## src/rtl/ms_tick_debounce.sv

```systemverilog
// 1 ms timebase (square wave + tick) and pushbutton debouncer with press one-shot.
// Optional BTN_ACTIVE_LOW_EN: treat a low pin level as pressed.
module ms_tick_debounce #(
    parameter int DIV         = 50000,
    parameter int DEBOUNCE_MS = 8
) (
    input  logic clk,
    input  logic rst_n,
    input  logic btn,
    output logic clk_1ms,
    output logic tick_1ms,
    output logic btn_level,
    output logic btn_press
);

    localparam int HALF = DIV / 2;
    localparam int CW   = $clog2(DIV);

    logic [CW-1:0]          cnt_q, cnt_d;
    logic                   clk_1ms_q, clk_1ms_d;
    logic                   tick_q, tick_d;
    logic                   sync1_q, sync1_d;
    logic                   sync2_q, sync2_d;
    logic [DEBOUNCE_MS-1:0] sh_q, sh_d;
    logic                   level_q, level_d;
    logic                   press_q, press_d;
    logic                   btn_in;
    logic                   wrap;
    logic                   strobe;

`ifdef BTN_ACTIVE_LOW_EN
    // Inverted ahead of the synchronizer, so reset zeros mean "pin high".
    assign btn_in = ~btn;
`else
    assign btn_in = btn;
`endif

    assign wrap   = (cnt_q == CW'(DIV - 1));
    assign strobe = (cnt_q == CW'(HALF - 1));

    always_comb begin
        cnt_d     = wrap ? '0 : cnt_q + 1'b1;
        clk_1ms_d = clk_1ms_q;
        tick_d    = wrap;
        sync1_d   = btn_in;
        sync2_d   = sync1_q;
        sh_d      = sh_q;
        level_d   = level_q;
        press_d   = press_q;
        if (wrap) begin
            clk_1ms_d = 1'b1;
        end
        if (strobe) begin
            clk_1ms_d = 1'b0;
            sh_d      = {sh_q[DEBOUNCE_MS-2:0], sync2_q};
            if (&sh_d) begin
                level_d = 1'b1;
            end else if (~|sh_d) begin
                level_d = 1'b0;
            end
            // Set on a rising level, cleared at the next falling edge.
            press_d = level_d & ~level_q;
        end
    end

    always_ff @(posedge clk or negedge rst_n) begin
        if (!rst_n) begin
            cnt_q     <= '0;
            clk_1ms_q <= 1'b0;
            tick_q    <= 1'b0;
            sync1_q   <= 1'b0;
            sync2_q   <= 1'b0;
            sh_q      <= '0;
            level_q   <= 1'b0;
            press_q   <= 1'b0;
        end else begin
            cnt_q     <= cnt_d;
            clk_1ms_q <= clk_1ms_d;
            tick_q    <= tick_d;
            sync1_q   <= sync1_d;
            sync2_q   <= sync2_d;
            sh_q      <= sh_d;
            level_q   <= level_d;
            press_q   <= press_d;
        end
    end

    assign clk_1ms   = clk_1ms_q;
    assign tick_1ms  = tick_q;
    assign btn_level = level_q;
    assign btn_press = press_q;

endmodule

```

## config.mk

```make
export PLATFORM = sky130hd
export DESIGN_NAME = ms_tick_debounce
export DESIGN_NICKNAME = d
export VERILOG_FILES = /design/src/rtl/ms_tick_debounce.sv
export SDC_FILE = /design/constraint.sdc
export NUM_CORES = 1
export LEC_CHECK = 0
export BUFFER_PORTS_ARGS = -buffer_cell sky130_fd_sc_hd__buf_2
export CAP_MARGIN = 20
export CORE_ASPECT_RATIO = 1.1
export CORE_MARGIN = 1
export CORE_UTILIZATION = 54
export DETAILED_ROUTE_END_ITERATION = 16
export GPL_TIMING_DRIVEN = 1
export MAX_ROUTING_LAYER = met4
export PLACE_DENSITY = 0.83
export SLEW_MARGIN = 5
export SYNTH_ARGS = -nofsm -noshare
export SYNTH_HDL_FRONTEND = slang
export SYNTH_SLANG_ARGS = --single-unit
```

## constraint.sdc

```tcl
create_clock -name clk -period 2.5 [get_ports clk]
set_input_delay 0.625 -clock clk [delete_from_list [all_inputs] [get_ports clk]]
set_output_delay 0.625 -clock clk [all_outputs]
set_load 0.05 [all_outputs]
```

-- Word-level counts from Yosys, hierarchy flattened
Cells that the tools add are included.
- input bits: 3
- output and inout port bits: 4
- flip-flop bits (word level): 29
- muxes and demuxes: 6
- bitwise operators: 2
- equal/unequal tests: 2
- add/subtract/negate cells: 1
- reduce and logical (&&, ||, !) cells: 3
- operators by type and width (operator ; count):
    16-bit by 1-bit adder with 16-bit output, second input constant ; 1
    16-bit by 15-bit equality test with 1-bit output, second input constant ; 1
    16-bit equality test, second input constant ; 1
    16-bit 2-to-1 mux ; 1
    8-bit AND reduction ; 1
    8-bit OR reduction ; 1
    1-bit 2-to-1 mux ; 5
    2-bit nonzero test ; 1
    1-bit bitwise AND ; 1
    1-bit NOT ; 1

-- Logic depth before layout (Yosys ltp)
Gate-level depths: netlist of the first run.
- word-level depth: 5
- mapped depth: 6
- mapped depth without buffers: 5

-- Least setup slack after synthesis of the first run
No wires, ideal clock.
- kind: register -> register
- from: register cnt_q[10]
- to: register press_q (netlist: btn_press)
- path slack: 662 ps
- data arrival time: 1713 ps
- library setup time: 125 ps
- stages on the path, launching flop included: 6
- path through: dfrtp_1 -> or3_1 -> nor4_1 -> and2_1 -> buf_6 -> mux2_2
- longest elaborated chain between the ends: 1
- ends and longest elaborated chain (what ; line ; text):
    from (decl) ; 19 ; logic [CW-1:0] cnt_q, cnt_d;
    from (signal assigned) ; 77 ; cnt_q <= cnt_d;
    16-bit by 15-bit equality test with 1-bit output ; 39 ; assign strobe = (cnt_q == CW'(HALF - 1));
    to (signal assigned) ; 84 ; press_q <= press_d;
    to (decl) ; 26 ; logic press_q, press_d;
No other way between the ends.
A chain may end at the register's enable or synchronous reset.

-- Worst setup path in the final report of the first run
- from: register cnt_q[10]
- to: register sh_q[6]
- longest elaborated chain between the ends: 1
- ends and longest elaborated chain (what ; line ; text):
    16-bit by 15-bit equality test with 1-bit output ; 39 ;
    to (signal assigned) ; 73 ; sh_q <= '0;
    to (signal assigned) ; 82 ; sh_q <= sh_d;
    to (decl) ; 24 ; logic [DEBOUNCE_MS-1:0] sh_q, sh_d;
No other way between the ends.

==> results of run 1 <==
[per-stage QoR]
stage / utilization [%] / area [um2] / cells / hold slack [ns]
detailed placement: 59.1 / 1330 / 143 / 0.343
CTS: 61.4 / 1380 / 151 / 0.312
global route: 61.4 / 1380 / 151 / 0.345
floorplan: - / 1280 / 109 / 0.329
global placement: 59.1 / 1330 / 143 / 0.336
finish: 61.4 / 1380 / 151 / 0.294
[worst max path at each step]
stage	to	slack, ns	startpoint	cells after the start
finish	sh_q[6]	0.39	cnt_q[10]	4
CTS	btn_press	0.38	cnt_q[10]	4
detailed placement	sh_q[6]	0.41	cnt_q[10]	4
global placement	sh_q[1]	0.46	cnt_q[10]	4
floorplan	btn_press	0.66	cnt_q[10]	5
global route	btn_press	0.27	cnt_q[10]	4
[cells by family after synthesis]
family	after synthesis	share of synthesized area [%]
AND/OR/NAND/NOR	54	24.0
flip-flops	29	56.8
XOR/XNOR	12	8.22
multiplexers	9	7.83
AO/OA/AOI/OAI	2	1.08
buffers and inverters	2	1.17
adder cells (fa/ha/maj)	1	0.978
[report_power, final]
group / leakage (nW) / switching [mW] / internal [mW]
registers: 0.386 / 0.000874 / 0.470
logic: 0.208 / 0.00855 / 0.00152
clock network: 0.0320 / 0.153 / 0.107
[flip-flops by register name, summed over array words and instances, names as in the netlist]
| name | count |
|---|---|
| btn_level | 1 |
| btn_press | 1 |
| cnt_q | 16 |
| clk_1ms | 1 |
| sync2_q | 1 |
| sync1_q | 1 |
| sh_q | 7 |
| tick_1ms | 1 |
[per-layer routing]
metal | track usage [%] | vias up
met1 | 21.7 | 411
met3 | 4.60 | 4
met5 | - | -
met4 | 14.2 | 0
met2 | 35.2 | 24
li1 | - | 410
[area by class of cell]
class,instances,area (um2)
Fill cell,196,870
Multi-Input combinational cell,78,538
Clock inverter,2,10.0
Tap cell,30,37.5
Timing Repair Buffer,6,30.0
Clock buffer,6,41.3
Sequential cell,29,726
[cell usage in the layout, fill, tap and decap left out, drive strengths merged]
master   n
dfrtp   29
nor2    12
nand4    9
xnor2    9
nand2    8
mux2     8
buf      6
clkbuf   6
nand3    5
nor4     5
and2     4
nor3     4
xor2     3
nand4b   2
clkinv   2
or3      1
or4b     1
and4     1
o21ai    1
nor2b    1
nand2b   1
mux2i    1
a22o     1
ha       1
==> implementation parameters, run 1 <==
Parameter                              Value

Synth
  Cells after synthesis ... 109
  Cell accounting for the most synthesized area ... dfrtp_1
  Share of the synthesized area in the top cell type ... around 57%
  Async SR Flop Fraction ... 100%
  Leading post-synthesis cells by cell area ... dfrtp_1, mux2_2, xnor2_1, nand4_1, nor2_1
  Synth Area per Inst ... approximately 12 um2
  Sequential share of the synthesized area ... a little under three fifths
  Net Count, Synth ... between 100 and 150
  Synth unique cells ... 24
  Total of warnings raised by yosys ... 0
  Register bit total from synthesis ... 29
  Summed instance area of the synthesized netlist ... between 1000 and 1500 um2
  Top flip-flop cell by instance count after synthesis ... dfrtp_1
  Most frequent cells after synthesis ... dfrtp_1, nor2_1, nand4_1, xnor2_1
  Count of flip-flops with a built-in enable after synthesis ... 0
  Most frequently used cell type in the post-synthesis netlist ... dfrtp_1

Global route
  GRT overflow ... 0
  Number of antenna violations at the first check in global routing ... 0
  Pin count of the biggest net entering global routing ... 30
  Total global-route track usage ... between 20 and 25%
  First-pass GRT wire length ... 3670 um
  Vias in the first global route ... just over 800

Placed design
  HPWL after detailed placement ... about 1500 um
  Routability-driven placement congestion ratio ... slightly below 0.9
  Quantity of I/O buffers inserted on ports ... 6
  Place WS ... ~0.4 ns

Drt
  Count of TritonRoute iterations in the first routing pass ... 5
  Via-per-instance ratio ... around 5.6
  Metal2 WL ... roughly 1100 um
  Met3 wire length ... between 100 and 150 um
  Total number of vias ... about 850
  Post-route met1 wirelength ... ~870 um
  Iteration-0 DRC Markers ... 40
  Drt drc ... 0
  Top layer in use ... met4
  DR WL/cell ... between 10 and 15 um
  Number of nets with antenna violations after detailed routing ... 0
  Final wirelength ... 2160 um

CTS
  Hold-fix buffers, CTS ... 0
  Setup bufs post-CTS ... 0
  CTS sink cnt ... 29
  Maximum buffer depth of the clock tree ... 2
  Maximum level of the CTS H-tree ... 2
  Number of buffers created by CTS ... 5
  Clock root buffer master ... clkbuf_4
  PostCTS Resize Cnt ... 0
  Clk slew on worst S/H paths ... 0.09 ns
  CTS tree ... done
  Source-to-sink clock delay at the later pin of the worst-skew pair ... 0.33 ns

Critical path
  Peak fanout along the critical path ... 10
  Startpoint of the worst register-to-register path ... cnt_q[10]
  Slowest cell on crit path ... dfrtp_1
  Reg-to-Reg End ... sh_q[6]
  Critical path data arrival time ... between 2 and 2.5 ns
  Setup crit end kind ... register
  Critical path data required time ... approximately 2.7 ns
  Total buffers and inverters traversed by the critical path ... 0
  Ordered cell list for the critical path ... or3_1 -> nor4_1 -> and2_1 -> mux2_2
  Kind of cell adding the most delay to the critical path ... simple AND/OR/NAND/NOR gates
  Worst R2R Path Depth ... 4
  Type of the worst setup path ... reg -> reg
  Stage delay of the slowest cell on the critical path ... around 0.44 ns
  Kind of start point of the critical path ... register
  Worst-case register-to-register setup slack ... between 0.3 and 0.4 ns

STA
  RSZ-0062 raised after global routing ... no
  Final number of max-transition violations ... 0
  Number of hold-slack violations in the final timing report ... 0
  Time the worst path needs with I/O delays and setup ... between 2 and 2.5 ns
  FMAX ... ~0.47 GHz
  Final Cycle Share ... 84.3%
  TNS Setup ... 0 ns
  Slew at the pin closest to its max-slew limit ... between 0.5 and 0.6 ns
  Worst slew margin relative to its limit ... between 60% and 70%
  Post-route clock skew ... 0.00956 ns
  Final setup violation count ... 0
  Setup slack of the critical path after layout ... just under 0.4 ns

Floorplanning
  X dimension of the die ... 48.4 um
  Full die area ... about 2600 um2
  Floorplan die height ... approximately 53 um
  IO Pins ... 7
  Initial core utilization ... roughly 57%
  Core Box Area ... 2250 um2
  Number of cell rows ... 18

Final layout
  Antenna cell count ... 0
  Area growth from synthesis to layout ... 8.12%
  Nets ... roughly 120
  Share of post-route cells with drive strength above 1 ... 19.0%

Power and ir drop
  Total power ... ~740 uW
  Power per cell area ... 536 nW/um2
  Leakage power of the design ... around 0.63 nW
  Peak supply drop ... 351 uV

Hold path
  Hold Path Class ... in -> async

Flow run
  Max Cap Viol ... 0

Status
  Result of the run ... finished, final reports clean
No activity file was read; power rests on OpenSTA's default activity.
==> run 2, diff against run 1 <==
- CORE_UTILIZATION: 54 -> 52
- clock period: 2.5 -> 1.9 ns (I/O delays scaled with it)
==> run 2 against run 1 <==
Net effect:
- sequential share of layout area fell by 4.1 points
- first-iteration DRC count fell by 35%
- largest power group unchanged
- non-clock buffer count rose by 9
- wire length rose by 10%
- global-route usage rose by 1.9 points
- combinational power rose by 30%
- design area rose by 8.4%
- worst hold slack got worse by 0.16 ns
- die area rose by 3.7%
- final cell count rose by 6.0%
- maximum frequency rose by 15%
==> implementation parameters, run 2 (synthesis results as in run 1) <==
Parameter                              Value

Status
  Result of the run ... finished, final reports clean (unchanged)

STA
  Slew at the pin closest to its max-slew limit ... 0.594 ns (was 0.589 ns)
  Final number of max-transition violations ... 0 (unchanged)
  Final setup violation count ... 0 (unchanged)
  Time the worst path needs with I/O delays and setup ... 1.83 ns (was 2.11 ns)
  Final Cycle Share ... 96.5% (was 84.3%)
  Fin Hold WS ... 0.135 ns (was 0.294 ns)
  FMAX ... 0.545 GHz (was 0.474 GHz)
  TNS Setup ... 0 ns (unchanged)
  Worst slew margin relative to its limit ... 60.4% (about the same)
  Post-route clock skew ... 0.0109 ns (was 0.00956 ns)
  Number of hold-slack violations in the final timing report ... 0 (unchanged)

Global route
  Number of antenna violations at the first check in global routing ... 0 (unchanged)
  First-pass GRT wire length ... 4030 um (was 3670 um)
  GRT overflow ... 0 (unchanged)
  Total global-route track usage ... 22.4% (was 20.6%)
  Vias in the first global route ... 906 (was 829)
  Pin count of the biggest net entering global routing ... 30 (unchanged)

Final layout
  Finished Core Util ... 65.9% (was 61.4%)
  Antenna cell count ... 0 (unchanged)
  Count of placed standard cells in the final layout, fillers left out ... 160 (was 151)
  Share of post-route cells with drive strength above 1 ... 26.9% (was 19.0%)
  Register ranked first by flip-flop count ... cnt_q (unchanged)
  Nets ... 133 (was 124)
  Registers with the highest flip-flop counts ... cnt_q (16), sh_q (7) (unchanged)
  Commonest cells after routing, fill and taps aside ... dfrtp_1, nor2_1, nand4_1, xnor2_1 (unchanged)
  Commonest non-fill, non-tap cell in the layout ... dfrtp_1 (unchanged)
  Number of flip-flops in the largest register ... 16 (unchanged)
  Area growth from synthesis to layout ... 17.2% (was 8.12%)

Critical path
  Critical path data arrival time ... 2.05 ns (was 2.32 ns)
  Slowest cell on crit path ... or3_1 (was dfrtp_1)
  Reg-to-Reg End ... sh_q[1] (was sh_q[6])
  Stage delay of the slowest cell on the critical path ... 0.44 ns (about the same)
  Setup crit end kind ... register (unchanged)
  Ordered cell list for the critical path ... or3_1 -> nor4_4 -> and2_4 -> buf_12 -> mux2_2 (was or3_1 -> nor4_1 -> and2_1 -> mux2_2)
  Type of the worst setup path ... reg -> reg (unchanged)
  Kind of start point of the critical path ... register (unchanged)
  Critical path data required time ... 2.12 ns (was 2.71 ns)
  Peak fanout along the critical path ... 9 (was 10)
  Startpoint of the worst register-to-register path ... cnt_q[12] (was cnt_q[10])
  Worst R2R Path Depth ... 5 (was 4)
  Worst-case register-to-register setup slack ... 0.07 ns (was 0.39 ns)

Drt
  Count of TritonRoute iterations in the first routing pass ... 4 (was 5)
  DR WL/cell ... 14.8 um (was 14.3 um)
  Via-per-instance ratio ... 5.79 (was 5.62)
  Drt drc ... 0 (unchanged)
  Iteration-0 DRC Markers ... 26 (was 40)
  Total number of vias ... 927 (was 849)
  Number of nets with antenna violations after detailed routing ... 0 (unchanged)
  Final wirelength ... 2370 um (was 2160 um)

Power and ir drop
  Switching part of the total ... 20.7% (was 21.9%)
  Leakage power of the design ... 0.689 nW (was 0.626 nW)
  Clock network fraction of design power ... 39.9% (was 35.0%)
  Share of total power in sequential cells ... 58.9% (was 63.6%)
  Peak supply drop ... 657 uV (was 351 uV)
  Power per cell area ... 702 nW/um2 (was 536 nW/um2)
  Share of total power in combinational logic ... 1.2% (was 1.4%)
  P_sw ... 218 uW (was 162 uW)
  Internal power contribution ... 835 uW (was 578 uW)

Floorplanning
  Core Box Area ... 2270 um2 (was 2250 um2)
  IO Pins ... 7 (unchanged)
  Full die area ... 2660 um2 (was 2570 um2)
  Initial core utilization ... 56.2% (was 56.8%)
  Floorplan die height ... 54.0 um (was 53.0 um)
  X dimension of the die ... 49.3 um (was 48.4 um)
  Number of cell rows ... 18 (unchanged)

CTS
  Maximum buffer depth of the clock tree ... 2 (unchanged)
  Clk slew on worst S/H paths ... 0.09 ns (about the same)
  Number of buffers created by CTS ... 5 (unchanged)
  CTS tree ... done (unchanged)
  Source-to-sink clock delay at the later pin of the worst-skew pair ... 0.33 ns (about the same)
  Clock root buffer master ... clkbuf_4 (unchanged)
  Hold-fix buffers, CTS ... 0 (unchanged)
  CTS sink cnt ... 29 (unchanged)
  Setup bufs post-CTS ... 0 (unchanged)
  Maximum level of the CTS H-tree ... 2 (unchanged)

Placed design
  Placed cell count ... 152 (was 143)
  HPWL after detailed placement ... 1680 um (was 1510 um)
  Quantity of I/O buffers inserted on ports ... 6 (unchanged)
  Routability-driven placement congestion ratio ... 0.837 (was 0.875)

Flow run
  Max Cap Viol ... 0 (unchanged)

Hold path
  Hold Path Class ... in -> async (unchanged)
[run 2: routing by layer]
metal / share of wire (%) / up-vias / GRT usage (%) / wire length [um]
li1: - / 432 / - / -
met5: 0 / - / - / 0
met4: 2.1 / 0 / 12.7 / 51
met3: 5.2 / 7 / 7.91 / 123
met2: 52 / 24 / 35.6 / 1240
met1: 40 / 464 / 24.8 / 959
[run 2: repair_timing]
action | in CTS | in global routing
gates resized for setup | 1 | 2
endpoints found under the setup margin | 8 | 8
gates cloned | 0 | 0
[run 2: per-stage QoR]
stage | total power, mW | worst slack, ns | instance area, um2
2_1_floorplan | 0.633 | 0.0624 | 1280
3_3_place_gp | 0.646 | 0.0667 | 1410
3_5_place_dp | 0.647 | -0.0619 | 1410
4_1_cts | 1.07 | 0.0101 | 1490
5_1_grt | 1.10 | -0.0231 | 1500
6_report | 1.05 | 0.0657 | 1500
[run 2: layout make-up]
type,instances,area (um2)
Clock inverter,1,5.00
Clock buffer,7,65.1
Timing Repair Buffer,15,110
Sequential cell,29,726
Fill cell,190,776
Multi-Input combinational cell,78,556
Tap cell,30,37.5
[run 2: worst max-delay path by stage]
stage | startpoint | to | slack, ns | cells after the start
final | cnt_q[12] | sh_q[1] | 0.07 | 5
after global routing | cnt_q[12] | sh_q[5] | -0.02 | 5
after CTS | cnt_q[12] | sh_q[5] | 0.01 | 5
after detailed placement | cnt_q[12] | sh_q[5] | -0.06 | 5
after global placement | cnt_q[12] | btn_press | 0.07 | 5
after floorplan | cnt_q[10] | btn_press | 0.06 | 5
[run 2: critical path: cells and delay by family (launching register included)]
family	cells	cell delay, ns
flops	1	0.40
mux	1	0.33
buf+inv	1	0.12
simple gates	3	0.89
[run 2: power groups by stage]
stage | Clock [mW] | Combinational [mW] | Sequential (mW)
after floorplan | 0 | 0.000769 | 0.632
after detailed placement | 0 | 0.0145 | 0.632
after global placement | 0 | 0.0140 | 0.632
final | 0.420 | 0.0131 | 0.620
after CTS | 0.435 | 0.0145 | 0.620
after global routing | 0.464 | 0.0169 | 0.621
==> run 3, diff against run 2 <==
- HOLD_SLACK_MARGIN: unset -> 0.1
- MAX_ROUTING_LAYER: met4 -> unset
==> run 3 against run 2 <==
Net effect:
- core utilization increased by 0.66 points
- setup slack got worse by 0.0058 ns
- clock power fell by 2%
- first-iteration DRC count rose by 15%
- register-to-register slack hardly changed
- largest power group unchanged
==> implementation parameters, run 3 (synthesis results as in run 1) <==
Parameter                              Value

STA
  Time the worst path needs with I/O delays and setup ... 1.84 ns (was 1.83 ns)
  Final Cycle Share ... 96.8% (was 96.5%)
  Post-route clock skew ... 0.00483 ns (was 0.0109 ns)
  Final setup violation count ... 0 (unchanged)
  Final number of max-transition violations ... 0 (unchanged)
  Slew at the pin closest to its max-slew limit ... 0.618 ns (was 0.594 ns)
  Number of hold-slack violations in the final timing report ... 0 (unchanged)
  Worst slew margin relative to its limit ... 58.8% (was 60.4%)
  RSZ-0062 raised after global routing ... no
  TNS Setup ... 0 ns (unchanged)
  FMAX ... 0.543 GHz (was 0.545 GHz)

Drt
  Number of nets with antenna violations after detailed routing ... 0 (unchanged)
  Via-per-instance ratio ... 5.64 (was 5.79)
  Final wirelength ... 2350 um (was 2370 um)
  Count of TritonRoute iterations in the first routing pass ... 4 (unchanged)
  Drt drc ... 0 (unchanged)
  Total number of vias ... 913 (was 927)
  Iteration-0 DRC Markers ... 30 (was 26)
  DR WL/cell ... 14.5 um (was 14.8 um)

Final layout
  Finished Core Util ... 66.6% (was 65.9%)
  Commonest cells after routing, fill and taps aside ... dfrtp_1, nor2_1, buf_4 (was dfrtp_1, nor2_1, nand4_1, xnor2_1)
  Area growth from synthesis to layout ... 18.4% (was 17.2%)
  Antenna cell count ... 0 (unchanged)
  Registers with the highest flip-flop counts ... cnt_q (16), sh_q (7) (unchanged)
  Register ranked first by flip-flop count ... cnt_q (unchanged)
  Share of post-route cells with drive strength above 1 ... 28.0% (was 26.9%)
  Sequential cell area ... 726 um2 (unchanged)
  Commonest non-fill, non-tap cell in the layout ... dfrtp_1 (unchanged)
  Nets ... 135 (was 133)
  Fill cell total of the finished layout ... 179 (was 190)
  Number of flip-flops in the largest register ... 16 (unchanged)
  Area used by multi-input combinational logic ... 556 um2 (unchanged)

Power and ir drop
  Switching part of the total ... 20.1% (was 20.7%)
  Power per cell area ... 690 nW/um2 (was 702 nW/um2)
  P_sw ... 210 uW (was 218 uW)
  Share of total power in sequential cells ... 59.3% (was 58.9%)
  Clock network fraction of design power ... 39.4% (was 39.9%)
  Peak supply drop ... 520 uV (was 657 uV)
  Leakage power of the design ... 0.700 nW (was 0.689 nW)
  Internal power contribution ... 835 uW (about the same)
  Share of total power in combinational logic ... 1.3% (was 1.2%)

Critical path
  Worst R2R Path Depth ... 5 (unchanged)
  Kind of start point of the critical path ... register (unchanged)
  Critical path data arrival time ... 2.05 ns (about the same)
  Type of the worst setup path ... reg -> reg (unchanged)
  Setup crit end kind ... register (unchanged)
  Critical path data required time ... 2.11 ns (was 2.12 ns)
  Startpoint of the worst register-to-register path ... cnt_q[7] (was cnt_q[12])
  Peak fanout along the critical path ... 6 (was 9)
  Reg-to-Reg End ... cnt_q[8] (was sh_q[1])
  Worst-case register-to-register setup slack ... 0.06 ns (was 0.07 ns)

CTS
  Clock root buffer master ... clkbuf_4 (unchanged)
  Maximum buffer depth of the clock tree ... 2 (unchanged)
  Maximum level of the CTS H-tree ... 2 (unchanged)
  CTS sink cnt ... 29 (unchanged)
  Clk slew on worst S/H paths ... 0.09 ns (about the same)
  Source-to-sink clock delay at the later pin of the worst-skew pair ... 0.32 ns (was 0.33 ns)
  Number of buffers created by CTS ... 5 (unchanged)
  CTS tree ... done (unchanged)

Global route
  Number of antenna violations at the first check in global routing ... 0 (unchanged)
  Vias in the first global route ... 922 (was 906)
  Total global-route track usage ... 21.8% (was 22.4%)
  GRT overflow ... 0 (unchanged)
  Pin count of the biggest net entering global routing ... 30 (unchanged)
  First-pass GRT wire length ... 4130 um (was 4030 um)

Floorplanning
  IO Pins ... 7 (unchanged)
  Core Box Area ... 2270 um2 (unchanged)
  Number of cell rows ... 18 (unchanged)
  Floorplan die height ... 54.0 um (unchanged)
  X dimension of the die ... 49.3 um (unchanged)
  Initial core utilization ... 56.2% (unchanged)
  Full die area ... 2660 um2 (unchanged)

Status
  Result of the run ... finished, final reports clean (unchanged)

Placed design
  Quantity of I/O buffers inserted on ports ... 6 (unchanged)
  Routability-driven placement congestion ratio ... 0.877 (was 0.837)
  HPWL after detailed placement ... 1700 um (was 1680 um)

Hold path
  Hold Path Class ... in -> async (unchanged)

Flow run
  Max Cap Viol ... 0 (unchanged)
run 3: worst max path at each step:
stage                endpoint  slack [ns]  cells past startpoint       from
floorplan           btn_press        0.06                      5  cnt_q[10]
global placement    btn_press        0.06                      5  cnt_q[12]
detailed placement    sh_q[2]       0.008                      5  cnt_q[12]
CTS                   sh_q[2]        0.04                      5  cnt_q[12]
global route          clk_1ms       0.002                      5   cnt_q[7]
finish               cnt_q[8]        0.06                      5   cnt_q[7]
run 3: power groups by stage:
stage	clock network (mW)	logic [mW]	registers, mW
after global routing	0.454	0.0168	0.620
after global placement	0	0.0141	0.632
after detailed placement	0	0.0145	0.632
final	0.412	0.0136	0.620
after CTS	0.428	0.0145	0.620
after floorplan	0	0.000769	0.632
run 3: what timing repair did:
action	CTS	global route
gates resized for setup	1	2
pin swaps	0	2
buffers inserted	0	2
endpoints found under the setup margin	6	9
hold buffers	0	0
run 3: layout make-up:
class	instances	share of cell area [%]
clock buffer	7	4.30
clock inverter	1	0.331
multi-input combinational	78	36.7
sequential	29	47.9
tap	30	2.48
timing repair buffer	17	8.26
run 3: routing by layer:
metal | wire (um) | global-route usage [%] | part of all wire (%) | vias to the layer above
li1 | - | - | - | 434
met1 | 988 | 26.1 | 42 | 453
met2 | 1250 | 36.5 | 53 | 22
met3 | 90 | 7.63 | 3.8 | 4
met4 | 19 | 8.33 | 0.81 | 0
met5 | 0 | 0 | 0 | -
run 3: worst max-delay path: stages (launching register included):
cell and delay, ns:
dfrtp_1 0.45, or4b_4 0.56, nor4_4 0.40, buf_4 0.19, buf_4 0.10, nor2_1 0.04
run 3: per-stage QoR:
step	hold WS [ns]	setup WS, ns	area (um2)	power [mW]	cells
2_1_floorplan	0.179	0.0624	1280	0.633	109
3_3_place_gp	0.334	0.0589	1410	0.646	152
3_5_place_dp	0.335	0.00812	1410	0.647	152
4_1_cts	0.166	0.0420	1490	1.06	160
5_1_grt	0.204	0.00246	1510	1.09	162
6_report	0.162	0.0599	1510	1.04	162
